==> config.mk <==
export PLATFORM = sky130hd
export DESIGN_NAME = instr_stream_encoder
export DESIGN_NICKNAME = d
export VERILOG_FILES = /design/src/rtl/instr_stream_encoder.sv
export SDC_FILE = /design/constraint.sdc
export NUM_CORES = 1
export LEC_CHECK = 0
export ABC_AREA = 0
export CAP_MARGIN = 20
export CORE_MARGIN = 3
export CORE_UTILIZATION = 45
export CTS_BUF_LIST = sky130_fd_sc_hd__clkbuf_4
export DETAILED_ROUTE_END_ITERATION = 10
export PLACE_DENSITY = 0.82
export SYNTH_ARGS = -nofsm -noshare
export SYNTH_HDL_FRONTEND = slang
export SYNTH_SLANG_ARGS = --single-unit
==> constraint.sdc <==
create_clock -name clk -period 2.3 [get_ports clk]
set_clock_uncertainty 0.1 [all_clocks]
set_input_delay 0.345 -clock clk [delete_from_list [all_inputs] [get_ports clk]]
set_output_delay 0.345 -clock clk [all_outputs]
set_load 0.01 [all_outputs]
==> src/rtl/instr_stream_encoder.sv <==
// -----------------------------------------------------------------------------
// instr_stream_encoder
//
// Program loader for the instruction memory. Accepts symbolic instruction
// requests (class + register/immediate fields), encodes each one into a 32-bit
// MIPS word and writes the words to consecutive word addresses, starting at
// BASE_ADDR for every session.
//
// Supported classes: 0=R, 1=LW, 2=SW, 3=ADDI, 4=BEQ, 5=J; 6 and 7 are illegal.
//
// Ports
//   clk        clock, rising edge
//   rst        synchronous active-high reset
//   start      begin a load session (only honoured in IDLE)
//   in_valid   request present
//   in_ready   encoder accepts a request this cycle
//   in_class   instruction class
//   in_rs      source register
//   in_rt      target register
//   in_rd      destination register (R only)
//   in_funct   function field (R only)
//   in_imm     immediate/offset (LW, SW, ADDI, BEQ)
//   in_target  jump target (J only)
//   in_last    request ends the session
//   mem_we     instruction memory write strobe
//   mem_addr   instruction memory word address
//   mem_wdata  encoded instruction word
//   busy       high outside IDLE
//   done       one-cycle pulse at session end
//   full       sticky: top address written in this session
//   err        sticky: illegal class seen in this session
//   count      words written in the current session
//
// state  | meaning
// -------+----------------------------------------------------------
// IDLE   | waiting for start
// LOAD   | in_ready high, waiting for a request
// WRITE  | one-cycle memory write of the captured word
// DONE   | one-cycle done pulse, then back to IDLE
// -----------------------------------------------------------------------------
module instr_stream_encoder #(
    parameter int                ADDR_W    = 8,
    parameter logic [ADDR_W-1:0] BASE_ADDR = '0
) (
    input  logic              clk,
    input  logic              rst,
    input  logic              start,
    input  logic              in_valid,
    output logic              in_ready,
    input  logic [2:0]        in_class,
    input  logic [4:0]        in_rs,
    input  logic [4:0]        in_rt,
    input  logic [4:0]        in_rd,
    input  logic [5:0]        in_funct,
    input  logic [15:0]       in_imm,
    input  logic [25:0]       in_target,
    input  logic              in_last,
    output logic              mem_we,
    output logic [ADDR_W-1:0] mem_addr,
    output logic [31:0]       mem_wdata,
    output logic              busy,
    output logic              done,
    output logic              full,
    output logic              err,
    output logic [ADDR_W:0]   count
);

    typedef enum logic [1:0] {
        S_IDLE  = 2'd0,
        S_LOAD  = 2'd1,
        S_WRITE = 2'd2,
        S_DONE  = 2'd3
    } state_t;

    localparam logic [ADDR_W-1:0] ADDR_ONE = {{(ADDR_W-1){1'b0}}, 1'b1};
    localparam logic [ADDR_W:0]   CNT_ONE  = {{ADDR_W{1'b0}}, 1'b1};

    state_t              state_q, state_d;
    logic [ADDR_W-1:0]   next_addr_q, next_addr_d;   // address for the next word
    logic [ADDR_W-1:0]   mem_addr_q, mem_addr_d;     // address of the captured word
    logic [31:0]         wdata_q, wdata_d;
    logic                last_q, last_d;
    logic [ADDR_W:0]     count_q, count_d;
    logic                full_q, full_d;
    logic                err_q, err_d;

    logic [31:0]         enc_word;
    logic                class_legal;

    // Instruction encoder; shamt is always zero.
    always_comb begin
        enc_word    = '0;
        class_legal = 1'b1;
        case (in_class)
            3'd0:    enc_word = {6'b000000, in_rs, in_rt, in_rd, 5'b00000, in_funct};
            3'd1:    enc_word = {6'b100011, in_rs, in_rt, in_imm};
            3'd2:    enc_word = {6'b101011, in_rs, in_rt, in_imm};
            3'd3:    enc_word = {6'b001000, in_rs, in_rt, in_imm};
            3'd4:    enc_word = {6'b000100, in_rs, in_rt, in_imm};
            3'd5:    enc_word = {6'b000010, in_target};
            default: class_legal = 1'b0;
        endcase
    end

    always_ff @(posedge clk) begin
        if (rst) begin
            state_q     <= S_IDLE;
            next_addr_q <= '0;
            mem_addr_q  <= '0;
            wdata_q     <= '0;
            last_q      <= 1'b0;
            count_q     <= '0;
            full_q      <= 1'b0;
            err_q       <= 1'b0;
        end else begin
            state_q     <= state_d;
            next_addr_q <= next_addr_d;
            mem_addr_q  <= mem_addr_d;
            wdata_q     <= wdata_d;
            last_q      <= last_d;
            count_q     <= count_d;
            full_q      <= full_d;
            err_q       <= err_d;
        end
    end

    always_comb begin
        state_d     = state_q;
        next_addr_d = next_addr_q;
        mem_addr_d  = mem_addr_q;
        wdata_d     = wdata_q;
        last_d      = last_q;
        count_d     = count_q;
        full_d      = full_q;
        err_d       = err_q;

        case (state_q)
            S_IDLE: begin
                if (start) begin
                    state_d     = S_LOAD;
                    next_addr_d = BASE_ADDR;
                    count_d     = '0;
                    full_d      = 1'b0;
                    err_d       = 1'b0;
                end
            end
            S_LOAD: begin
                if (in_valid) begin
                    if (class_legal) begin
                        wdata_d    = enc_word;
                        mem_addr_d = next_addr_q;
                        last_d     = in_last;
                        state_d    = S_WRITE;
                    end else begin
                        err_d = 1'b1;
                        if (in_last) begin
                            state_d = S_DONE;
                        end
                    end
                end
            end
            S_WRITE: begin
                next_addr_d = next_addr_q + ADDR_ONE;
                count_d     = count_q + CNT_ONE;
                // Top of memory ends the session even without in_last.
                if (&mem_addr_q) begin
                    full_d  = 1'b1;
                    state_d = S_DONE;
                end else if (last_q) begin
                    state_d = S_DONE;
                end else begin
                    state_d = S_LOAD;
                end
            end
            S_DONE: begin
                state_d = S_IDLE;
            end
            default: begin
                state_d = S_IDLE;
            end
        endcase
    end

    // Strobes are masked by rst so a reset landing on the write cycle
    // suppresses the write instead of letting it through for one more cycle.
    assign in_ready  = (state_q == S_LOAD)  && !rst;
    assign mem_we    = (state_q == S_WRITE) && !rst;
    assign done      = (state_q == S_DONE)  && !rst;
    assign busy      = (state_q != S_IDLE);
    assign mem_addr  = mem_addr_q;
    assign mem_wdata = wdata_q;
    assign full      = full_q;
    assign err       = err_q;
    assign count     = count_q;

endmodule
==> results.md, run 1 <==
- Post-Syn Area: 0.00321 mm2
- Clock slew at reported path FFs: 100 ps
- Final HPWL DP: 6970 um
- Ys Warns: 0
- Core Region: 0.00687 mm2
- Vias in the first global route: 3345
- Final Hold Vio Count: 0
- Fmax: 464 MHz
- Synth async-reset ratio: 0
- Fin nets: 572
- RSZ-0062 raised after global routing: no
- Pwr Density: 557 mW/mm2
- DR pass1 iterations: 5
- Initial Util: 0.467
- CP max-delay cell: clkdlybuf4s50_1
- Worst path required time: 1860 ps
- CTS tree: yes
- IO buf count: 124
- Root Buffer: clkbuf_4
- Maximum fanout along the worst path: 15
- Via count: 3485
- CP Launch Type: flip-flop
- Clock Latency Late Sink: 390 ps
- Detailed router's first-iteration violation count: 129
- Die area: 0.00817 mm2
- Fin. max-slew vios: 0
- Crit path cell chain: nand2b_1, nor2_1, clkdlybuf4s50_1
- CTS H-Tree Depth: 3
- Static Leakage: 1.55 nW
- CP Class: flip-flop to primary output
- Max Cap Viol: 0
- CTS max path bufs: 2
- HP Class: primary input to flip-flop
- FF+latch count, synth: 60
- GPL Wtd Cong: 0.806
- TritonCTS Buffers: 9
- Initial antenna violation count: 0
- Critical Path End Type: primary output
- Crit share post-route: 0.937
- IO Count: 126
- Largest net degree at the start of global routing: 38
- Routed wire length: 9550 um
- Final setup violation count: 0
- CTS Sinks: 60
- Routed Antenna Nets: 0
- Worst EP arrival: 1710 ps
- Die W: 90.4 um
- Gate Count Post-Synth: 387
- Worst path buffer plus inverter count: 1
- Antenna Cells: 0
- Mean post-synth cell area: 8.29 um2
- Share of cells above drive strength 1: 0.0952
- Wire per inst: 15.9 um
- Filler cell count in the final layout: 585
- Placed insts: 584
- Row count: 30
- Hold_ws: 324 ps
- Max VDD drop: 0.485 mV
- Worst path top cell family by delay: buffers and inverters
- Final design utilization: 0.682
- Die height: 90.4 um
- Total Neg Setup Slack: 0 ps
- Post-synth EDFFs: 0
- Status: completed
- Number of vias per cell: 5.81
- # hold bufs at CTS: 0
- Cell variety after synth: 43
- Final min period: 2150 ps
- Main synth FF type: dfxtp_1
- Gr usage total: 0.235
- Gr ovfl total: 0
- Sequential fraction of the synthesis area: 0.375
- Area Overhead vs Synth: 46.1%
- Post-synth net total: 460
- Fin cells: 600
- CP peak stage delay: 560 ps
- Drc violations: 0
- First-pass GRT wire length: 15900 um
cell usage after synthesis (4+ instances only):
cell | number | area share
nand2_1 | 18 | 0.021
a21oi_1 | 46 | 0.072
nor2b_1 | 4 | 0.0078
a31oi_1 | 7 | 0.014
clkbuf_1 | 14 | 0.016
nor2_1 | 11 | 0.013
nand3_1 | 38 | 0.059
o21ai_0 | 19 | 0.030
a211oi_1 | 9 | 0.021
nand2b_1 | 24 | 0.047
a22oi_1 | 17 | 0.040
a21o_1 | 12 | 0.028
a311oi_1 | 24 | 0.066
nand4_1 | 4 | 0.0078
dfxtp_1 | 60 | 0.37
o211ai_1 | 7 | 0.016
mux2_2 | 5 | 0.018
or4_1 | 8 | 0.019
buf_2 | 21 | 0.033
routing by layer:
metal / GRT usage / wire length [um] / vias to the layer above
met2: 0.408 / 4850 / 144
li1: - / - / 1693
met3: 0.0742 / 861 / 18
met4: 0.0880 / 173 / 0
met5: 0 / 0 / -
met1: 0.270 / 3660 / 1630
cells in the final DEF, fill, tap and decap left out, types with 8 or more instances in the layout:
cell type        count
nand3_1             38
dfxtp_1             58
buf_4               18
clkbuf_4            11
clkdlybuf4s50_1    123
nor2_1              11
or4_1                8
a21o_1              12
a21oi_1             46
o21ai_0             19
a211oi_1             9
a311oi_1            24
nand2b_1            24
a22oi_1             17
nand2_1             18
kinds of logic after synthesis:
group           after synthesis  share of synthesized area
xor+xnor                      1                    0.00273
simple gates                124                      0.214
flops                        60                      0.375
other cells                   1                    0.00117
compound gates              149                      0.308
mux                           6                     0.0207
fa+ha+maj                     2                    0.00780
buf+inv                      44                     0.0706
timing repair:
item	CTS	global route
gates resized for setup	0	2
buffers inserted	0	0
setup endpoints to repair	0	3
registers in the layout, summed over array words and instances (netlist names):
register	cells
next_addr_q	8
state_q	2
count	9
err	1
full	1
mem_addr	8
last_q	1
mem_wdata	30
worst register-to-register path, delay by kind of cell, from the launching register on:
family          cells  cell delay (ps)
simple gates        1              510
buf+inv             1               80
compound gates      1              180
flops               1              490
fa+ha+maj           1              280
per-stage QoR:
step / power, W / setup WS, ps / cell area [um2]
after floorplan: 0.00140 / 812 / 3210
after global placement: 0.00166 / 233 / 4500
after detailed placement: 0.00167 / 125 / 4500
after CTS: 0.00262 / 6.77 / 4680
after global routing: 0.00272 / 56.5 / 4680
final: 0.00261 / 145 / 4680
where the power goes:
part	leakage, nW	internal [W]	switching [W]
Sequential	0.487	0.00108	0.0000367
Combinational	0.962	0.000290	0.000242
Clock	0.101	0.000572	0.000389
cell type report:
| cell class | instances | area (um2) | share of cell area |
|---|---|---|---|
| Inverter | 2 | 7.51 | 0.00160 |
| Tap cell | 96 | 120 | 0.0256 |
| Multi-Input combinational cell | 283 | 1780 | 0.380 |
| Clock buffer | 11 | 82.6 | 0.0176 |
| Clock inverter | 5 | 100 | 0.0214 |
| Timing Repair Buffer | 143 | 1390 | 0.297 |
| Sequential cell | 60 | 1200 | 0.257 |
worst paths after layout:
path | slack (ps) | start | to | cells past startpoint
worst max-delay path | 150 | state_q[1] | in_ready | 3
worst min-delay path | 320 | rst | state_q[0] | 3
worst max register to register | 590 | next_addr_q[0] | next_addr_q[6] | 4
worst min register to register | 380 | mem_wdata[28] | mem_wdata[28] | 2
No activity file was read; power rests on OpenSTA's default activity.
==> run 2, diff against run 1 <==
--- a/config.mk
+++ b/config.mk
@@ -5,13 +5,13 @@
 export SDC_FILE = /design/constraint.sdc
 export NUM_CORES = 1
 export LEC_CHECK = 0
-export ABC_AREA = 0
-export CAP_MARGIN = 20
+export ABC_AREA = 1
 export CORE_MARGIN = 3
 export CORE_UTILIZATION = 45
 export CTS_BUF_LIST = sky130_fd_sc_hd__clkbuf_4
 export DETAILED_ROUTE_END_ITERATION = 10
-export PLACE_DENSITY = 0.82
+export GPL_TIMING_DRIVEN = 0
+export PLACE_DENSITY = 0.85
 export SYNTH_ARGS = -nofsm -noshare
 export SYNTH_HDL_FRONTEND = slang
 export SYNTH_SLANG_ARGS = --single-unit
==> results.md, run 2 <==
- Status: completed
- First-pass GRT wire length: 14900 um
- Largest net degree at the start of global routing: 11
- Vias in the first global route: 3220
- TritonCTS Buffers: 9
- Worst path required time: 1860 ps
- Post-synth EDFFs: 0
- CTS tree: yes
- IO buf count: 124
- Crit share post-route: 0.934
- Static Leakage: 1.70 nW
- CP Launch Type: flip-flop
- Crit path to: mem_we
- Final HPWL DP: 6940 um
- Post-synth net total: 509
- CTS max path bufs: 2
- Area Overhead vs Synth: 49.1%
- Maximum fanout along the worst path: 5
- Share of cells above drive strength 1: 0.0610
- Worst reg2reg startpoint: state_q[0]
- Fin nets: 644
- Die area: 0.00749 mm2
- Clock network power share: 0.240
- Gr usage total: 0.251
- Worst EP arrival: 1700 ps
- Die W: 86.5 um
- Row count: 28
- Fmax: 465 MHz
- Routed Antenna Nets: 0
- FF+latch count, synth: 60
- Fin. max-slew vios: 0
- Largest register FFs: 30
- Post-synth top cells: nand2_1, nor2_1, dfxtp_1
- Via count: 3344
- Max VDD drop: 0.387 mV
- Clock slew at reported path FFs: 90 ps
- Initial Util: 0.479
- R2R Setup Slk: 750 ps
- Post-synth top area share: 0.412
- Placed insts: 635
- Most frequent cells in the layout: clkdlybuf4s50_1, nand2_1, nor2_1
- Switch share: 0.300
- Drc violations: 0
- CP Class: flip-flop to primary output
- RSZ-0062 raised after global routing: no
- Max Cap Viol: 0
- Cell variety after synth: 25
- Post-CTS Repair Setup Buffers: 0
- IO Count: 126
- Root Buffer: clkbuf_4
- Final design utilization: 0.714
- Mean post-synth cell area: 6.69 um2
- Post-Syn Area: 0.00292 mm2
- Gr ovfl total: 0
- Synth async-reset ratio: 0
- Worst hold stages: 2
- Total Neg Setup Slack: 0 ps
- CTS Sinks: 60
- Sequential fraction of the synthesis area: 0.412
- CP startpoint: state_q[1]
- Wire per inst: 13.8 um
- Detailed router's first-iteration violation count: 128
- Reg2Reg Depth: 6
- Tot Pwr: 0.00231 W
- # hold bufs at CTS: 0
- Ys Warns: 0
- Most frequent cell after synthesis: nand2_1
- HP Class: primary input to flip-flop
- Final min period: 2150 ps
- Routed wire length: 8980 um
- Antenna Cells: 0
- GPL Wtd Cong: 0.856
- Core Region: 0.00610 mm2
- Worst R2R End: mem_wdata[6]
- Final Hold Vio Count: 0
- Die height: 86.5 um
- Pwr Density: 532 mW/mm2
- Initial antenna violation count: 0
- Main synth FF type: dfxtp_1
- P_int: 0.00162 W
- Seq pwr share: 0.497
- Logic pwr share: 0.262
- Switch Pwr: 0.000694 W
- Fin cells: 649
- Largest cells by area after synthesis: dfxtp_1, nand2_1, a21oi_1, nor2_1, o21ai_0
- Number of vias per cell: 5.15
- Commonest non-fill, non-tap cell in the layout: clkdlybuf4s50_1
- CTS H-Tree Depth: 3
- Gate Count Post-Synth: 436
- Critical Path End Type: primary output
- Final setup violation count: 0
- Area leader, netlist: dfxtp_1
- Clock Latency Late Sink: 390 ps
- DR pass1 iterations: 4
## run 2: cell count changes after synthesis, sizes merged, moves of 12 or more
cell / change
nand2: +71
inv: +34
a311oi: -24
a22oi: -15
a21oi: +12
nor2: +55
o21ai: +41
nand2b: -24
buf: -13
a21o: -12
## run 2: worst max-delay path, cell delays in order (launching register included)
cell             delay (ps)
dfxtp_1                 440
nand2_1                 140
nor2_2                  170
clkdlybuf4s50_1         560
## run 2: worst min-delay path by stage
| stage | start | to | slack [ps] |
|---|---|---|---|
| 5_1_grt | rst | count[2] | 260 |
| 3_5_place_dp | mem_wdata[28] | mem_wdata[28] | 360 |
| 4_1_cts | mem_wdata[28] | mem_wdata[28] | 370 |
| 6_report | rst | count[2] | 240 |
| 3_3_place_gp | mem_wdata[28] | mem_wdata[28] | 360 |
| 2_1_floorplan | rst | count[2] | 320 |
## run 2: power groups by stage
stage	logic, W	clock network, W	registers, W
after detailed placement	0.000605	0	0.00117
final	0.000607	0.000556	0.00115
after global placement	0.000596	0	0.00117
after global routing	0.000667	0.000610	0.00116
after CTS	0.000609	0.000565	0.00115
after floorplan	0.000250	0	0.00120
## run 2: through the flow
step                      area (um2)  hold slack [ps]  setup slack (ps)
final                           4350              240               151
after global routing            4350              256              46.9
after CTS                       4350              373              32.7
after detailed placement        4250              357              -169
after global placement          4250              357              -152
after floorplan                 2920              324               955
## run 2: final cells by class
type                       instances  area [um2]
fill                             534        1750
clock inverter                     5        21.3
tap                               75        93.8
clock buffer                       9        67.6
timing repair buffer             124        1240
sequential                        60        1200
buffer                            24         153
multi-input combinational        315        1430
inverter                          37         139
## run 2: repair_timing
action	CTS	global route
hold endpoints to repair	0	0
gates resized for setup	2	2
setup endpoints to repair	1	2
## run 2: cells by family after synthesis
logic type	after synthesis	synth area share
buffers and inverters	61	0.0986
AOI/OAI and AO/OA	123	0.214
other	1	0.00129
DFF	60	0.412
adders and majority gates	2	0.00857
and+or+nand+nor	189	0.266
## run 2: layer usage
layer	global-route usage	vias up	routed length [um]
met5	0	-	0
met4	0.108	0	161
met3	0.0789	17	824
met2	0.430	116	4440
met1	0.288	1513	3560
li1	-	1698	-
==> run 3, diff against run 2 <==
--- a/config.mk
+++ b/config.mk
@@ -6,6 +6,7 @@
 export NUM_CORES = 1
 export LEC_CHECK = 0
 export ABC_AREA = 1
+export ABC_CLOCK_PERIOD_IN_PS = 2300
 export CORE_MARGIN = 3
 export CORE_UTILIZATION = 45
 export CTS_BUF_LIST = sky130_fd_sc_hd__clkbuf_4
==> results of run 3 <==
Same layout as run 2: the final DEF is identical, and so are final timing and power.
